===== src/rtl/branch_cmp_pkg.sv =====
// Shared types and sizing helpers for the sequential branch comparator.
package branch_cmp_pkg;

    typedef enum logic [1:0] {
        IDLE = 2'd0,
        CMP  = 2'd1,
        DONE = 2'd2
    } cmp_state_e;

    // Number of CHUNK-bit slices in a WIDTH-bit operand.
    function automatic int unsigned calc_nchunk(int unsigned width, int unsigned chunk);
        return (chunk == 0) ? 1 : width / chunk;
    endfunction

    // Chunk index width, never narrower than one bit.
    function automatic int unsigned calc_idx_w(int unsigned nchunk);
        return (nchunk <= 1) ? 1 : $clog2(nchunk);
    endfunction

endpackage


===== src/rtl/seq_branch_comparator_chunk.sv =====
// Combinational unsigned compare of one CHUNK-bit slice.
module chunk_comparator #(
    parameter int unsigned CHUNK = 8
) (
    input  logic [CHUNK-1:0] a,
    input  logic [CHUNK-1:0] b,
    output logic             lt,
    output logic             eq
);

    assign lt = (a < b);
    assign eq = (a == b);

endmodule


===== src/rtl/seq_branch_comparator.sv =====
// Multi-cycle signed/unsigned less-than / equality comparator, MSB chunk first.
// Build option CMP_EARLY_EXIT_EN: finish as soon as the result is known;
// otherwise always walk every chunk for a constant latency.
module seq_branch_comparator
    import branch_cmp_pkg::*;
#(
    parameter int unsigned WIDTH = 32,
    parameter int unsigned CHUNK = 8
) (
    input  logic             i_clk,
    input  logic             i_rst,
    input  logic             i_valid,
    output logic             o_ready,
    input  logic [WIDTH-1:0] i_rs1_data,
    input  logic [WIDTH-1:0] i_rs2_data,
    input  logic             i_br_un,
    output logic             o_valid,
    input  logic             i_ready,
    output logic             o_br_less,
    output logic             o_br_equal
);

    localparam int unsigned NCHUNK = calc_nchunk(WIDTH, CHUNK);
    localparam int unsigned IDX_W  = calc_idx_w(NCHUNK);

    if (CHUNK == 0 || CHUNK > WIDTH) begin : g_chk_chunk
        $error("CHUNK must be in 1..WIDTH");
    end
    if (CHUNK != 0 && (WIDTH % CHUNK) != 0) begin : g_chk_div
        $error("CHUNK must divide WIDTH exactly");
    end
    if (WIDTH < 2) begin : g_chk_width
        $error("WIDTH must be at least 2");
    end

    cmp_state_e       state_q, state_d;
    logic [WIDTH-1:0] a_q, a_d;
    logic [WIDTH-1:0] b_q, b_d;
    logic [IDX_W-1:0] idx_q, idx_d;
    logic             less_q, less_d;
    logic             equal_q, equal_d;
`ifndef CMP_EARLY_EXIT_EN
    // Result already fixed; remaining chunks are walked only for timing.
    logic             decided_q, decided_d;
`endif

    logic [CHUNK-1:0] a_chunk;
    logic [CHUNK-1:0] b_chunk;
    logic             chunk_lt;
    logic             chunk_eq;
    logic             sign_diff;

    assign a_chunk   = a_q[32'(idx_q) * CHUNK +: CHUNK];
    assign b_chunk   = b_q[32'(idx_q) * CHUNK +: CHUNK];
    assign sign_diff = !i_br_un && (i_rs1_data[WIDTH-1] != i_rs2_data[WIDTH-1]);

    chunk_comparator #(
        .CHUNK (CHUNK)
    ) u_chunk_cmp (
        .a  (a_chunk),
        .b  (b_chunk),
        .lt (chunk_lt),
        .eq (chunk_eq)
    );

    // Next-state and datapath update for the chunk walk.
    always_comb begin
        state_d   = state_q;
        a_d       = a_q;
        b_d       = b_q;
        idx_d     = idx_q;
        less_d    = less_q;
        equal_d   = equal_q;
`ifndef CMP_EARLY_EXIT_EN
        decided_d = decided_q;
`endif
        unique case (state_q)
            IDLE: begin
                if (i_valid) begin
                    a_d     = i_rs1_data;
                    b_d     = i_rs2_data;
                    idx_d   = IDX_W'(NCHUNK - 1);
                    less_d  = 1'b0;
                    equal_d = 1'b0;
`ifdef CMP_EARLY_EXIT_EN
                    if (sign_diff) begin
                        // Differing signs: the negative operand is the smaller one.
                        less_d  = i_rs1_data[WIDTH-1];
                        state_d = DONE;
                    end else begin
                        state_d = CMP;
                    end
`else
                    decided_d = sign_diff;
                    if (sign_diff) begin
                        less_d = i_rs1_data[WIDTH-1];
                    end
                    state_d = CMP;
`endif
                end
            end
            CMP: begin
`ifdef CMP_EARLY_EXIT_EN
                if (chunk_lt) begin
                    less_d  = 1'b1;
                    state_d = DONE;
                end else if (!chunk_eq) begin
                    state_d = DONE;
                end else if (idx_q == '0) begin
                    equal_d = 1'b1;
                    state_d = DONE;
                end else begin
                    idx_d = idx_q - 1'b1;
                end
`else
                if (!decided_q && !chunk_eq) begin
                    less_d    = chunk_lt;
                    decided_d = 1'b1;
                end
                if (idx_q == '0) begin
                    if (!decided_q && chunk_eq) begin
                        equal_d = 1'b1;
                    end
                    state_d = DONE;
                end else begin
                    idx_d = idx_q - 1'b1;
                end
`endif
            end
            DONE: begin
                if (i_ready) begin
                    state_d = IDLE;
                end
            end
            default: state_d = IDLE;
        endcase
    end

    // State and datapath registers with synchronous reset.
    always_ff @(posedge i_clk) begin
        if (i_rst) begin
            state_q   <= IDLE;
            a_q       <= '0;
            b_q       <= '0;
            idx_q     <= '0;
            less_q    <= 1'b0;
            equal_q   <= 1'b0;
`ifndef CMP_EARLY_EXIT_EN
            decided_q <= 1'b0;
`endif
        end else begin
            state_q   <= state_d;
            a_q       <= a_d;
            b_q       <= b_d;
            idx_q     <= idx_d;
            less_q    <= less_d;
            equal_q   <= equal_d;
`ifndef CMP_EARLY_EXIT_EN
            decided_q <= decided_d;
`endif
        end
    end

    assign o_ready    = (state_q == IDLE);
    assign o_valid    = (state_q == DONE);
    assign o_br_less  = less_q;
    assign o_br_equal = equal_q;

endmodule


===== config.mk =====
export PLATFORM = sky130hd
export DESIGN_NAME = seq_branch_comparator
export DESIGN_NICKNAME = d
export VERILOG_FILES = /design/src/rtl/branch_cmp_pkg.sv /design/src/rtl/seq_branch_comparator_chunk.sv /design/src/rtl/seq_branch_comparator.sv
export SDC_FILE = /design/constraint.sdc
export NUM_CORES = 1
export LEC_CHECK = 0
export BUFFER_PORTS_ARGS = -buffer_cell sky130_fd_sc_hd__buf_2
export CAP_MARGIN = 5
export CORE_ASPECT_RATIO = 1.2
export CORE_MARGIN = 2
export CORE_UTILIZATION = 55
export CTS_BUF_LIST = sky130_fd_sc_hd__clkbuf_2
export CTS_CLUSTER_DIAMETER = 80
export DETAILED_ROUTE_END_ITERATION = 16
export PLACE_DENSITY_LB_ADDON = 0.2
export RECOVER_POWER = 25
export SLEW_MARGIN = 20
export SYNTH_ARGS = -nofsm -noshare
export SYNTH_HDL_FRONTEND = slang
export SYNTH_HIERARCHICAL = 1
export SYNTH_SLANG_ARGS = --single-unit

===== constraint.sdc =====
create_clock -name i_clk -period 3.85 [get_ports i_clk]
set_clock_uncertainty 0.1 [all_clocks]
set_input_delay 0.5775 -clock i_clk [delete_from_list [all_inputs] [get_ports i_clk]]
set_output_delay 0.5775 -clock i_clk [all_outputs]
set_load 0.05 [all_outputs]

==> results.cfg, run 1 <==
[setup_path]
cp.required_ns = 4.17
r2r-start = idx_q[0]$_SDFFE_PP0P_
worst-setup-path-type = register to register
crit_path_max_fanout = 12
cp-start-kind = register
critPathBufInv = 1
end_kind = register
cp_slowest_stage_delay_ns = 0.56
crit_chain = buf_4, mux4_2, ha_1, nor2b_4, o211ai_2, a21oi_2, a2111oi_2, nand3b_1, a311oi_1
path_delay_family = compound AO/OA/AOI/OAI gates
critical_path_arrival_ns = 3.24
setup.worst_path.start = idx_q[0]$_SDFFE_PP0P_
critPathSlowestCell = dfxtp_1

[sta]
period_needed_ns = 2.92
rsz0062_at_grt = no
tns_ns = 0
fin_crit_sh_pct = 75.9
hold_viol = 0
slew_viol_final = 0
slew_headroom_pct = 10.2
fmax_ghz = 0.342
tightest_slew_ns = 1.34
setup_viol = 0

[placed_design]
place_congestion = 0.777
hpwl_um = 4860
port_buffers = 72

[routing]
vias = 2674
totalWireLength_um = 6930
first_pass_iters = 5
drc = 0
wl_per_cell_um = 14.0
drt-initial-drc-count = 185
antenna_left = 0
vias_per_cell = 5.40

[clock_tree]
cts_resized = 0
path_clk_slew_ns = 0.18
clkSinkCount = 71
cts_root_buf = clkbuf_2
numCtsBuffers = 9
cts_tree = built
h-tree-depth = 3
clk_path_buf_depth = 2
cts_setup_buffers = 0
clkLatencyLatePin_ns = 0.50
cts_hold_buf = 0

[layout]
syn2layout_area_growth_pct = 14.5
multi_input_area_sq_um = 1550
fill_cells = 489
antenna_cells = 0
seq_area_sq_um = 1420
nets = 504
drive_gt1_share_pct = 25.8

[grt]
grt.overflow.total = 0
antenna_found_initial = 0
grt_max_degree = 43
grt_use_total_pct = 24.0
grt_pass1_wl_um = 11600
grt_pass1_vias = 2626

[yosys]
synth_top_family_by_area = simple AND/OR/NAND/NOR gates
synth_top_area_share_pct = 45.1
ys_seq_elements = 71
synth-xor-area-share_pct = 0.278
synth_compound_area_share_pct = 13.3
async_flop_share_pct = 0
synth.yosys.warnings = 6
netlist_instances = 366
synthSimpleGateAreaFrac_pct = 20.3
muxShareOfSynthArea_pct = 11.8
syn_nets = 444
yosys.area.top_type = dfxtp_1
synthAdderAreaFrac_pct = 3.57
synth_edf_count = 0
yosys_most_used_dff = dfxtp_1
synth_area_per_cell_sq_um = 8.61
synth_commonest_cells = nand2_1, dfxtp_1, a21oi_1
netlist_area_sq_um = 3150
yosys-top-cells-area = dfxtp_1, nand2_1, mux4_2, a21oi_1, ha_1
yosysMostFrequentCell = nand2_1
ys_types = 33
seq_area_frac_synth_pct = 45.1

[power]
power.total_w = 0.00166
p_per_area_nw_per_um2 = 461
irDropWorstVdd_uv = 272
leakage_nw = 1.50

[floorplanning]
ioPinCount = 73
die_area_sq_um = 6350
die_w_um = 73.1
fp-row-count = 30
start_util_pct = 56.4
die_h_um = 86.9
core_sq_um = 5590

[status]
status = complete, no violations

[min_path]
min_from = i_rs2_data[11]
min_path_type = primary input to register

[flow_run]
maxCapViolCount = 0
## worst reg2reg max path, cell delays in order, from the launching register on
cell and delay (ns):
dfxtp_1 0.56, buf_4 0.33, mux4_2 0.56, ha_1 0.33, nor2b_4 0.13, o211ai_2 0.14, a21oi_2 0.08, a2111oi_2 0.27
nand3b_1 0.12, a311oi_1 0.25
## metrics by stage
| stage | cells | instance area, sq um | worst slack (ns) | hold WS (ns) | utilization [%] |
|---|---|---|---|---|---|
| floorplan | 366 | 3150 | 1.18 | 0.333 | - |
| global placement | 479 | 3490 | 1.01 | 0.341 | 62.4 |
| detailed placement | 479 | 3490 | 0.909 | 0.348 | 62.4 |
| CTS | 495 | 3620 | 0.897 | 0.138 | 64.7 |
| global route | 495 | 3610 | 0.721 | 0.116 | 64.5 |
| finish | 495 | 3610 | 0.927 | 0.183 | 64.5 |
## per-layer routing
| metal | GRT usage [%] | wire length [um] |
|---|---|---|
| met1 | 28.5 | 2970 |
| met2 | 40.0 | 3480 |
| met3 | 7.18 | 303 |
| met4 | 9.93 | 169 |
| met5 | 0 | 0 |
## report_power, final
| group | internal (W) | total (W) | switching (W) | leakage (nW) |
|---|---|---|---|---|
| sequential | 0.000793 | 0.000843 | 0.0000498 | 0.584 |
| clock | 0.000216 | 0.000469 | 0.000254 | 0.0810 |
| combinational | 0.000161 | 0.000349 | 0.000188 | 0.834 |
| total | 0.00117 | 0.00166 | 0.000491 | 1.50 |
## cells in the final DEF, fill, tap and decap left out, types with 2 or more instances in the layout
cell type,Yosys,layout
nand2_1,129,129
dfxtp_1,71,71
buf_2,17,70
a21oi_1,67,67
mux4_2,16,16
inv_1,11,11
clkbuf_2,0,11
ha_1,9,9
nor2_1,7,7
buf_4,3,4
nor3_1,3,3
clkbuf_1,8,3
nand3b_1,2,2
nand2b_1,2,2
clkinv_1,0,2
bufinv_16,0,2
nand4_1,2,2
## kinds of logic after synthesis
group,after synthesis
AO/OA/AOI/OAI,76
XOR/XNOR,1
adder cells (fa/ha/maj),9
buffers and inverters,39
flip-flops,71
multiplexers,17
AND/OR/NAND/NOR,153
## state kept, by name (all words and copies together), names as in the netlist
name and count:
a_q 32, b_q 32, idx_q 2, o_br_less 1
decided_q 1, o_br_equal 1, state_q 2
## worst paths after layout
path | endpoint | slack [ns] | cells after the start
max | o_br_less$_SDFFE_PP0P_ | 0.93 | 9
min | b_q[11]$_SDFFE_PP0P_ | 0.18 | 3
min reg2reg | a_q[17]$_SDFFE_PP0P_ | 0.37 | 2
max reg2reg | o_br_less$_SDFFE_PP0P_ | 0.93 | 9
## cell type report
| class | count | share of cell area (%) |
|---|---|---|
| multi-input combinational | 256 | 42.8 |
| sequential | 71 | 39.4 |
| timing repair buffer | 77 | 10.9 |
| tap | 64 | 2.22 |
| clock inverter | 5 | 2.01 |
| clock buffer | 11 | 1.53 |
| inverter | 11 | 1.14 |
No activity file was read; power rests on OpenSTA's default activity.
==> inputs of run 2 (changes only) <==
==> constraint.sdc (replaced) <==
create_clock -name i_clk -period 2.71 [get_ports i_clk]
set_clock_uncertainty 0.1 [all_clocks]
set_input_delay 0.4065 -clock i_clk [delete_from_list [all_inputs] [get_ports i_clk]]
set_output_delay 0.4065 -clock i_clk [all_outputs]
set_load 0.05 [all_outputs]
==> results.cfg, run 2 (same netlist as run 1, synthesis figures left out) <==
[status]
status = complete, no violations

[grt]
grt_pass1_wl_um = 11600
grt_use_total_pct = 23.7
grt_max_degree = 65
antenna_found_initial = 0
grt.overflow.total = 0
grt_pass1_vias = 2615

[sta]
slew_viol_final = 0
tightest_slew_ns = 1.22
whs_ns = 0.0325
rsz0062_at_grt = no
fin_crit_sh_pct = 94.9
fmax_ghz = 0.389
hold_viol = 0
setup_viol = 0
period_needed_ns = 2.57
slew_headroom_pct = 18.6
tns_ns = 0

[clock_tree]
numCtsBuffers = 9
cts_root_buf = clkbuf_2
h-tree-depth = 3
clkSinkCount = 71
clkLatencyLatePin_ns = 0.48
path_clk_slew_ns = 0.18
cts_tree = built
clk_path_buf_depth = 2

[layout]
antenna_cells = 0
stdcell_area_sq_um = 3780
drive_gt1_share_pct = 27.5
nets = 514
instances_no_fill = 504
layout_common_cells = nand2_1, dfxtp_1, buf_2
syn2layout_area_growth_pct = 19.8
reg.largest.list = a_q: 32 flops, b_q: 32 flops
final_common_cell = nand2_1

[placed_design]
port_buffers = 72
dp.cells = 483
place_congestion = 0.781
dpl_cell_area_sq_um = 3550
hpwl_um = 4850

[setup_path]
cp-start-kind = register
path_delay_family = compound AO/OA/AOI/OAI gates
critPathSlowestCell = mux4_2
critical_path_arrival_ns = 2.87
crit_chain = buf_12, mux4_2, ha_4, nor2b_4, o211ai_2, a21oi_2, a2111oi_4, nand3b_1, a311oi_1
cp_slowest_stage_delay_ns = 0.55
cp.required_ns = 3.01
crit_path_max_fanout = 11
critPathBufInv = 1
end_kind = register
worst-setup-path-type = register to register

[power]
p_per_area_nw_per_um2 = 639
irDropWorstVdd_uv = 464
leakage_nw = 1.56

[floorplanning]
die_h_um = 86.9
ioPinCount = 73
die_w_um = 73.1
core_sq_um = 5590
die_area_sq_um = 6350
start_util_pct = 56.4
fp-row-count = 30

[routing]
wl_per_cell_um = 13.8
drc = 0
vias = 2715
totalWireLength_um = 6960
drt-initial-drc-count = 151
antenna_left = 0
first_pass_iters = 4
vias_per_cell = 5.39

[min_path]
min_path_type = primary input to register

[flow_run]
maxCapViolCount = 0
==> run 2: final cells by class <==
cell class / instances / area (sq um)
clock inverters: 5 / 73.8
fillers: 472 / 1820
inverters: 11 / 41.3
repair buffers: 87 / 515
flip-flops and latches: 71 / 1430
well taps: 64 / 80.1
clock buffers: 10 / 50.0
multi-input cells: 256 / 1590
==> run 2: per-layer routing <==
metal	up-vias	wire length [um]	GRT usage, %
met4	0	270	14.5
met2	71	3490	39.5
met5	-	0	0
met1	1245	2970	28.4
met3	25	227	3.70
li1	1374	-	-
==> run 2: what timing repair did <==
action,CTS,global route
endpoints found under the setup margin,0,2
gates resized for setup,0,8
buffers inserted,0,0
hold endpoints to repair,5,1
hold buffers,5,1
==> run 2: worst register-to-register path: cells and delay by family (launching register included) <==
family | cells | cell delay, ns
DFF | 1 | 0.41
muxes | 1 | 0.55
adders and majority gates | 1 | 0.26
and+or+nand+nor | 2 | 0.24
buffers and inverters | 1 | 0.14
AOI/OAI and AO/OA | 4 | 0.80
==> run 2: worst paths after layout <==
kind / cells past startpoint / endpoint / startpoint / slack [ns]
worst max-delay path: 9 / o_br_less$_SDFFE_PP0P_ / idx_q[0]$_SDFFE_PP0P_ / 0.14
worst min-delay path: 3 / b_q[7]$_SDFFE_PP0P_ / i_rs2_data[7] / 0.03
worst max register to register: 9 / o_br_less$_SDFFE_PP0P_ / idx_q[0]$_SDFFE_PP0P_ / 0.14
worst min register to register: 2 / a_q[30]$_SDFFE_PP0P_ / a_q[30]$_SDFFE_PP0P_ / 0.37
==> run 2: power by group <==
group	leakage, nW	total, W	switching, W	internal, W
registers	0.584	0.00118	0.0000540	0.00113
clock network	0.0792	0.000649	0.000350	0.000299
logic	0.897	0.000584	0.000310	0.000274
==> run 2: stage by stage <==
stage | total power (W) | worst slack (ns) | utilization (%)
finish | 0.00241 | 0.138 | 67.5
global route | 0.00254 | 0.00287 | 67.5
CTS | 0.00240 | 0.0000837 | 66.5
detailed placement | 0.00175 | 0.0387 | 63.4
global placement | 0.00172 | 0.166 | 63.4
floorplan | 0.00159 | 0.0427 | -
==> inputs of run 3 (changes only) <==
--- a/config.mk
+++ b/config.mk
@@ -5,6 +5,7 @@
 export SDC_FILE = /design/constraint.sdc
 export NUM_CORES = 1
 export LEC_CHECK = 0
+export ABC_AREA = 1
 export BUFFER_PORTS_ARGS = -buffer_cell sky130_fd_sc_hd__buf_2
 export CAP_MARGIN = 5
 export CORE_ASPECT_RATIO = 1.2
@@ -15,6 +16,7 @@
 export DETAILED_ROUTE_END_ITERATION = 16
 export PLACE_DENSITY_LB_ADDON = 0.2
 export RECOVER_POWER = 25
+export REMOVE_ABC_BUFFERS = 1
 export SLEW_MARGIN = 20
 export SYNTH_ARGS = -nofsm -noshare
 export SYNTH_HDL_FRONTEND = slang
==> results.cfg, run 3 <==
[status]
status = complete, no violations

[min_path]
min_path_type = primary input to register

[floorplanning]
die_w_um = 74.0
fp-row-count = 30
ioPinCount = 73
die_h_um = 87.9
start_util_pct = 57.0
die_area_sq_um = 6500
core_sq_um = 5670

[grt]
grt_pass1_vias = 2665
grt.overflow.total = 0
grt_max_degree = 65
grt_use_total_pct = 22.4
antenna_found_initial = 0
grt_pass1_wl_um = 11300

[yosys]
synth_area_per_cell_sq_um = 7.07
yosys.area.top_type = dfxtp_1
netlist_area_sq_um = 3230
yosys_most_used_dff = dfxtp_1
synth.yosys.warnings = 6
seq_area_frac_synth_pct = 44.0
ys_seq_elements = 71
async_flop_share_pct = 0
synth_top_area_share_pct = 44.0
yosysMostFrequentCell = nor2_1
yosys-top-cells-area = dfxtp_1, nor2_1, o21ai_0, ha_1, o22ai_1
synth_commonest_cells = nor2_1, o21ai_0, dfxtp_1
netlist_instances = 457
synth_edf_count = 0
ys_types = 23

[setup_path]
setup.worst_path.start = idx_q[1]$_SDFFE_PP0P_
critical_path_arrival_ns = 2.63
r2r-end = o_br_equal$_SDFFE_PP0P_
endpoint = o_br_equal$_SDFFE_PP0P_
r2r-start = idx_q[1]$_SDFFE_PP0P_
regToRegSetupSlack_ns = 0.42
worst-setup-path-type = register to register
crit_path_max_fanout = 18
end_kind = register
cp-start-kind = register
rr_worst_depth = 12
cp.required_ns = 3.06

[power]
p_clk_share_pct = 24.2
irDropWorstVdd_uv = 467
power_switching_w = 0.000964
power_switching_share_pct = 35.0
p_int_w = 0.00179
pwr-share-comb_pct = 30.6
power_frac_seq_pct = 45.2
leakage_nw = 1.69
p_per_area_nw_per_um2 = 743

[clock_tree]
h-tree-depth = 3
cts_resized = 0
numCtsBuffers = 9
cts_hold_buf = 2
clkLatencyLatePin_ns = 0.50
clk_path_buf_depth = 2
clkSinkCount = 71
cts_tree = built
path_clk_slew_ns = 0.20
cts_root_buf = clkbuf_2
cts_setup_buffers = 0

[layout]
multi_input_area_sq_um = 1550
drive_gt1_share_pct = 17.7
final_common_cell = nor2_1
seq_area_sq_um = 1420
layout_common_cells = nor2_1, o21ai_0, dfxtp_1
antenna_cells = 0
fin_util_pct = 65.4
reg.largest.list = a_q: 32 flops, b_q: 32 flops
fill_cells = 532
nets = 598
syn2layout_area_growth_pct = 14.8

[routing]
antenna_left = 0
totalWireLength_um = 6830
vias = 3035
drt-initial-drc-count = 153
vias_per_cell = 5.02
drc = 0
first_pass_iters = 4
wl_per_cell_um = 11.3

[sta]
slew_viol_final = 0
hold_viol = 0
period_needed_ns = 2.29
setup_viol = 0
fin_crit_sh_pct = 84.4
fmax_ghz = 0.437
tightest_slew_ns = 1.01
tns_ns = 0
rsz0062_at_grt = no
slew_headroom_pct = 32.5

[placed_design]
place_congestion = 0.813
hpwl_um = 4610
port_buffers = 72

[flow_run]
maxCapViolCount = 0
[run 3: routing by layer]
metal | share of wire (%) | vias to the layer above | track usage [%] | routed length, um
met2 | 47 | 77 | 38.1 | 3190
met3 | 4.9 | 10 | 3.80 | 337
li1 | - | 1615 | - | -
met1 | 46 | 1333 | 27.4 | 3170
met4 | 1.9 | 0 | 10.6 | 132
met5 | 0 | - | 0 | 0
[run 3: cell type report]
cell class	count	area share (%)
timing repair buffer	80	11.4
tap	80	2.70
inverter	23	2.33
clock inverter	7	2.36
multi-input combinational	335	41.7
clock buffer	9	1.21
sequential	71	38.3
[run 3: worst max-delay path, stage by stage, from the launching register on]
cell and delay [ns]:
dfxtp_1 0.36, inv_1 0.37, o21ai_0 0.16, o22ai_1 0.13, inv_1 0.06, ha_1 0.29, nand2_1 0.06, inv_1 0.07
nand3_1 0.09, nor3_2 0.14, nor3b_1 0.19, nand3_1 0.09, a21oi_1 0.12
[run 3: kinds of logic after synthesis]
kind of cell,count (synthesis),share of synthesized area (%)
and+or+nand+nor,204,25.1
AOI/OAI and AO/OA,122,19.5
DFF,71,44.0
adders and majority gates,9,3.49
buffers and inverters,51,7.90
[run 3: worst min path at each step]
stage                                       start                      end  slack (ns)  cells past startpoint
after floorplan              a_q[10]$_SDFFE_PP0P_     a_q[10]$_SDFFE_PP0P_        0.35                      2
after global placement    o_br_equal$_SDFFE_PP0P_  o_br_equal$_SDFFE_PP0P_        0.34                      2
after detailed placement  o_br_equal$_SDFFE_PP0P_  o_br_equal$_SDFFE_PP0P_        0.35                      2
after CTS                          i_rs1_data[27]     a_q[27]$_SDFFE_PP0P_        0.02                      3
after global routing               i_rs1_data[29]     a_q[29]$_SDFFE_PP0P_       0.006                      3
final                                     i_ready  state_q[1]$_SDFFE_PP0P_        0.04                      4
[run 3: metrics by stage]
stage          cells  power [W]  worst slack [ns]  area [sq um]  hold slack, ns
3_3_place_gp     587    0.00208             0.554          3570           0.340
6_report         605    0.00276             0.424          3710          0.0392
5_1_grt          605    0.00297             0.158          3710         0.00591
2_1_floorplan    429    0.00187            0.0287          3060           0.350
4_1_cts          605    0.00277             0.431          3720          0.0156
3_5_place_dp     587    0.00211             0.482          3570           0.348
[run 3: power by group through the flow]
stage / clock network [W] / logic [W] / registers [W]
6_report: 0.000667 / 0.000842 / 0.00125
3_3_place_gp: 0 / 0.000809 / 0.00127
3_5_place_dp: 0 / 0.000836 / 0.00127
2_1_floorplan: 0 / 0.000586 / 0.00128
5_1_grt: 0.000720 / 0.000983 / 0.00126
4_1_cts: 0.000677 / 0.000842 / 0.00125
